**config.mk**
```make
export PLATFORM = sky130hd
export DESIGN_NAME = hotp_digits
export DESIGN_NICKNAME = d
export VERILOG_FILES = /design/src/rtl/hotp_digits.sv
export SDC_FILE = /design/constraint.sdc
export NUM_CORES = 1
export LEC_CHECK = 0
export BUFFER_PORTS_ARGS = -buffer_cell sky130_fd_sc_hd__buf_2
export CAP_MARGIN = 20
export CORE_MARGIN = 5
export CORE_UTILIZATION = 35
export DETAILED_ROUTE_END_ITERATION = 7
export REMOVE_ABC_BUFFERS = 1
export SETUP_SLACK_MARGIN = 0.5
export SLEW_MARGIN = 10
export SYNTH_ARGS = -nofsm -noshare
export SYNTH_HDL_FRONTEND = slang
export SYNTH_SLANG_ARGS = --single-unit
```
**constraint.sdc**
```tcl
create_clock -name clk -period 2.6 [get_ports clk]
set_input_delay 0.26 -clock clk [delete_from_list [all_inputs] [get_ports clk]]
set_output_delay 0.26 -clock clk [all_outputs]
set_load 0.01 [all_outputs]
```
**src/rtl/hotp_digits.sv**
```systemverilog
// hotp_digits: HOTP dynamic truncation of an HMAC-SHA1 digest followed by a
// 31-step double-dabble conversion to a DIGITS-wide packed BCD code.
//
// Ports:
//   clk    in   1          rising-edge clock
//   reset  in   1          asynchronous active-low reset
//   start  in   1          request a new conversion (accepted in IDLE/DONE)
//   hash   in   160        digest, byte 0 = hash[159:152], byte 19 = hash[7:0]
//   trunc  out  31         dynamic-truncation value P
//   code   out  4*DIGITS   P mod 10^DIGITS as packed BCD, MS digit on top
//   busy   out  1          conversion in progress
//   done   out  1          trunc/code valid (level)
module hotp_digits #(
  parameter int unsigned DIGITS = 6
) (
  input  logic                  clk,
  input  logic                  reset,
  input  logic                  start,
  input  logic [159:0]          hash,
  output logic [30:0]           trunc,
  output logic [4*DIGITS-1:0]   code,
  output logic                  busy,
  output logic                  done
);

  localparam int unsigned HASH_W  = 160;
  localparam int unsigned P_W     = 31;
  localparam int unsigned NIBBLES = 10;
  localparam int unsigned BCD_W   = 4 * NIBBLES;
  localparam int unsigned CODE_W  = 4 * DIGITS;
  localparam int unsigned CNT_W   = 5;
  localparam int unsigned SHAMT_W = 8;
  localparam logic [CNT_W-1:0] LAST_STEP = CNT_W'(P_W - 1);

  if ((DIGITS < 1) || (DIGITS > 9)) begin : g_bad_digits
    $error("hotp_digits: DIGITS must be in 1..9");
  end

  typedef enum logic [1:0] {
    S_IDLE,
    S_EXTRACT,
    S_CONVERT,
    S_DONE
  } state_t;

  state_t              r_state;
  state_t              w_state_nxt;
  logic                r_busy;
  logic                r_done;
  logic                w_busy_nxt;
  logic                w_done_nxt;

  logic [HASH_W-1:0]   r_hash;
  logic [P_W-1:0]      r_trunc;
  logic [P_W-1:0]      r_shift;
  logic [BCD_W-1:0]    r_bcd;
  logic [CNT_W-1:0]    r_cnt;
  logic [CODE_W-1:0]   r_code;

  logic [SHAMT_W-1:0]  w_shamt;
  logic [P_W-1:0]      w_p;
  logic [BCD_W-1:0]    w_adj;
  logic [BCD_W-1:0]    w_step;

  // State register with registered status flags.
  always_ff @(posedge clk or negedge reset) begin
    if (!reset) begin
      r_state <= S_IDLE;
      r_busy  <= 1'b0;
      r_done  <= 1'b0;
    end else begin
      r_state <= w_state_nxt;
      r_busy  <= w_busy_nxt;
      r_done  <= w_done_nxt;
    end
  end

  // Next-state and flag decode; start is only honoured from IDLE/DONE.
  always_comb begin
    w_state_nxt = r_state;
    w_busy_nxt  = 1'b0;
    w_done_nxt  = 1'b0;
    case (r_state)
      S_IDLE, S_DONE: if (start) w_state_nxt = S_EXTRACT;
      S_EXTRACT:      w_state_nxt = S_CONVERT;
      S_CONVERT:      if (r_cnt == LAST_STEP) w_state_nxt = S_DONE;
      default:        w_state_nxt = S_IDLE;
    endcase
    w_busy_nxt = (w_state_nxt == S_EXTRACT) || (w_state_nxt == S_CONVERT);
    w_done_nxt = (w_state_nxt == S_DONE);
  end

  // Byte window offset..offset+3 lands in the low 32 bits after a right
  // shift of 128 - 8*offset; truncating to 31 bits forces bit 31 to zero.
  always_comb begin
    w_shamt = SHAMT_W'(128) - {1'b0, r_hash[3:0], 3'b000};
    w_p     = P_W'(r_hash >> w_shamt);
  end

  // One double-dabble step: add 3 to nibbles >= 5, then shift in next P bit.
  always_comb begin
    w_adj = r_bcd;
    for (int unsigned i = 0; i < NIBBLES; i++) begin
      if (r_bcd[4*i +: 4] >= 4'd5) begin
        w_adj[4*i +: 4] = r_bcd[4*i +: 4] + 4'd3;
      end
    end
    w_step = BCD_W'({w_adj, r_shift[P_W-1]});
  end

  // Datapath; code is written only on the final step so partial BCD never shows.
  always_ff @(posedge clk or negedge reset) begin
    if (!reset) begin
      r_hash  <= '0;
      r_trunc <= '0;
      r_shift <= '0;
      r_bcd   <= '0;
      r_cnt   <= '0;
      r_code  <= '0;
    end else begin
      case (r_state)
        S_IDLE, S_DONE: begin
          if (start) r_hash <= hash;
        end
        S_EXTRACT: begin
          r_trunc <= w_p;
          r_shift <= w_p;
          r_bcd   <= '0;
          r_cnt   <= '0;
        end
        S_CONVERT: begin
          r_bcd   <= w_step;
          r_shift <= {r_shift[P_W-2:0], 1'b0};
          r_cnt   <= r_cnt + CNT_W'(1);
          if (r_cnt == LAST_STEP) r_code <= w_step[CODE_W-1:0];
        end
        default: ;
      endcase
    end
  end

  assign trunc = r_trunc;
  assign code  = r_code;
  assign busy  = r_busy;
  assign done  = r_done;

endmodule

```
# Word level (Yosys, flattened, before mapping)
# Cells that the tools add are included.
# word_totals
regBits	295
in_bits	163
out_inout_bits	57
word_cells	61
# op_classes
addsub	12
n_lt_le_gt_ge	10
n_eq_ne	7
shift	1
mux	16
reduce_logical	6
# ops
cell	n
$shr 160x8->31	1
$pmux 40 s2	1
$pmux 31 s2	1
$ge 4x3->1 const B	10
$add 4x2->4 const B	9
$mux 4	9
$pmux 5 s2	1
$eq 2x2->1 const B	4
$sub 8x7->8 const A	1
$pmux 2 s3	1
$add 5x1->5 const B	1
$eq 5x5->1 const B	1
$eq 2x1->1 const B	2
$mux 2	2
$reduce_and 2->1	2
$add 3x2->3 const B	1
$mux 3	1
$logic_not 2->1	1
$reduce_bool 2->1	1
$reduce_or 2->1	1
$logic_or 1x1->1	1

# Depth between registers and ports, before layout
# depth
ltp_word	5
mapped_depth	13
mapped_depth_nobuf	8

# Least setup slack after synthesis
# OpenSTA, ideal clock, no wires.
# synth_timing
kind	register to register
from	reg r_hash[0]
to	reg r_shift[29]
setup_time_ps	137
arrival_time_ps	2298
required_ps	2463
path_slack_ps	165
path_stages_with_launch	14
path_buffers	5
period_less_slack_ps	2435
cell_sequence	dfrtp_1 -> buf_6 -> buf_4 -> inv_1 -> ha_1 -> buf_4 -> inv_2 -> buf_4 -> clkbuf_1 -> nand2_1 -> nand3_1 -> a32oi_1 -> a21oi_1 -> a21oi_1
# synth_between
elab_chain_len	3
# synth_lines
element	line_no	text
start, declared	53	logic [HASH_W-1:0] r_hash;
start signal, assigned	123	if (start) r_hash <= hash;
$sub 8x7->8	96	w_shamt = SHAMT_W'(128) - {1'b0, r_hash[3:0], 3'b000};
$shr 160x8->31 *	97	w_p = P_W'(r_hash >> w_shamt);
$pmux 31 s2 *	121	case (r_state)
end signal, assigned	127	r_shift <= w_p;
end signal, assigned	133	r_shift <= {r_shift[P_W-2:0], 1'b0};
end, declared	55	logic [P_W-1:0] r_shift;
# Every way passes the cells marked *; elsewhere a longest branch is shown, timed or not.
# A chain may end at the register's enable or synchronous reset.

# Worst setup path in the final report
# layout_timing
from	reg r_hash[0]
to	reg r_trunc[26] (netlist: trunc[26])
# layout_between
elab_chain_len	2
# layout_lines
element	line_no	text
$sub 8x7->8	96	
$shr 160x8->31 *	97	
end signal, assigned	126	r_trunc <= w_p;
end, declared	54	logic [P_W-1:0] r_trunc;
# Marks and branches as above.

==> metrics <==
largest net degree at the start of global routing=just under 80; die area=a little under 50000 um2; Post-Route WL=approximately 47000 um; Hold EP=r_hash[0]; EDFF count, synth=0; hold path cells=2; min-delay src=hash[0]; drt wl/cell=~20 um; max_slew headroom=roughly three fifths; Final Hold Viols=0; Post-synth top cells=dfrtp_1, mux2_2, nand2_1, a21oi_1, nor2_1; worst r2r dst=trunc[26]; FF-to-FF Start=r_hash[0]; critical path class=reg -> reg; maxcap violations=0; GP Congestion=0.829; setup slack, reg-to-reg=approximately 360 ps; Cell Area, Placed=~17000 um2; Logic pwr share=about three fifths; Avg Cell Area, Syn=11.9 um2; most area-hungry cell type in the Yosys netlist=dfrtp_1; synthesized area=approximately 15000 um2; global-route wire length before repair=72300 um; IO Pins=220; Max VDD drop=0.712 mV; Setup WS pre-CTS=around 180 ps; worst skew pair latency=between 500 and 600 ps; hold crit path type=in -> reg; Chip Width=~220 um; clock buffer count from CTS=34; critical path's slowest cell=mux4_2; Worst Tran Pin Value=around 620 ps; final hold slack=72.2 ps; Final #Nets=1873; ratio of cells with drive above 1 in the final layout=roughly two fifths; CTS max path bufs=3; IO buf count=approximately 220; count leader, synth=dfrtp_1; Unique masters post-synth=between 40 and 50; Yosys reg bits=roughly 280; fin crit period=2240 ps; core box area=around 44000 um2; final instance area=21000 um2; Final Non-Filler Cells=roughly 2300; switching pwr=roughly 0.013 W; Worst setup EP type=register; CP top delay family=multiplexers; clk sinks=about 280; std cell rows=77; Clk pin slew, worst setup/hold paths=around 60 ps; DRC=0; Inst Count DP=just over 2000; crit-path max FO=8; post-synthesis instance total=~1300; final setup fails=0; Via Count=12400; Critical Path AT=2640 ps; post-route ant nets=0; final setup margin=~360 ps; DIE HEIGHT=approximately 220 um; R2R depth=8; Startpoint Class=register; grt ovf=0; Critical Path Source=r_hash[0]; antenna violations before repair=1; hpwl dp=slightly above 30000 um; Detailed Route Iter0 Violations=a little under 800; leakage=around 9.0 nW; Worst Clk Skew=around 20 ps; # H-tree levels=2; CP peak stage delay=approximately 500 ps; pwr/cell area=between 1500 and 2000 nW/um2; Worst EP required=3000 ps; Primary FF master, synth=dfrtp_1; Crit path depth=8; Fmax=0.446 GHz; total power=0.0325 W; Async SR Flop Fraction=100%; CTS tree=done; CTS root buf=clkbuf_16; CP Buf/Inv Count=2; Starting Density=between 30% and 40%; register area share after synthesis=a little under half; Vias/cell=between 5 and 6; Tcrit/Tclk final=a little under nine tenths; Yosys Warn Count=0; worst path cell trace=inv_4 -> ha_4 -> buf_4 -> mux4_2 -> mux2i_1 -> a32oi_1 -> a21oi_2 -> a21oi_1; internal cell power=0.0194 W; Yosys top cell area share=between 40% and 50%; RSZ-0062 raised after global routing=yes; status=finished clean; Antenna diodes=0; sequential power share=25.1%; synth top area cells=dfrtp_1, mux2_2, mux4_2, mux2i_1, a21oi_1; sw frac=around two fifths; Tot GR Track Use=roughly a fifth; Pre-antenna DRT Iters=5; clock network fraction of design power=roughly 15%; Pins Over Slew Limit=0; vias in the first global route=around 13000; Area Growth Syn to Fin=35.7%
-- kinds of logic (layout without fill, tap and decap cells) --
kind of cell               count (synthesis)  after routing  share of synthesized area, %
AOI/OAI and AO/OA                        268            268                          10.8
xor gates and xnor gates                   8              8                         0.454
adders and majority gates                 18             18                          1.46
buffers and inverters                    125            542                          4.01
DFF                                      279            279                          45.2
muxes                                    346            346                          31.0
and+or+nand+nor                          253            253                          7.12
-- how the worst max path moves through the flow --
stage          slack (ps)          end
5_1_grt               240   r_shift[6]
3_5_place_dp          180    trunc[25]
4_1_cts               370  r_shift[14]
6_report              360    trunc[26]
2_1_floorplan       -8140    trunc[15]
3_3_place_gp          170  r_shift[26]
-- power groups by stage --
stage	Sequential [W]	Combinational, W	Clock, W
after global placement	0.00810	0.0165	0
after global routing	0.00843	0.0210	0.00520
final	0.00817	0.0195	0.00489
after floorplan	0.00776	0.00956	0
after detailed placement	0.00816	0.0167	0
after CTS	0.00811	0.0190	0.00504
-- per-stage QoR --
stage / TNS, ps / util [%]
2_1_floorplan: -897620 / -
3_3_place_gp: 0 / 39.7
3_5_place_dp: 0 / 39.7
4_1_cts: 0 / 47.3
5_1_grt: 0 / 47.7
6_report: 0 / 47.7
-- metal layers --
metal	GRT usage [%]	up-vias	part of all wire, %
li1	-	5642	-
met1	24.8	6250	42
met2	31.9	386	49
met3	3.72	77	6.2
met4	6.80	2	3.0
met5	0	-	0.017
-- what timing repair did --
action | CTS | global route
cloned | 9 | 4
pin swaps | 23 | 29
hold buffers | 160 | 0
setup endpoints to repair | 62 | 63
hold endpoints to repair | 223 | 0
resized for setup | 31 | 27
setup buffers | 12 | 5
-- flip-flops by register name, summed over array words and instances (netlist names) --
| name | count |
|---|---|
| busy | 1 |
| code | 24 |
| done | 1 |
| r_bcd | 24 |
| r_cnt | 5 |
| r_hash | 160 |
| r_shift | 31 |
| r_state | 2 |
| trunc | 31 |
-- cell type report --
cell class              count  area, um2
fillers                  3971      23000
multi-input cells         893       8050
flip-flops and latches    279       6990
repair buffers            462       3950
clock buffers              47       1040
well taps                 592        741
clock inverters            11        115
inverters                  22       85.1
-- placed cells by master (no fill, tap or decap), types with 46 or more instances in the layout --
master,synthesis,final
a21oi_1,94,89
buf_2,28,218
dfrtp_1,279,278
dlygate4sd3_1,0,160
mux2_2,177,177
mux2i_1,81,72
mux4_2,88,88
nand2_1,111,109
nor2_1,89,83
o22ai_1,46,46
Note: power is estimated with default switching activity, not from simulation.
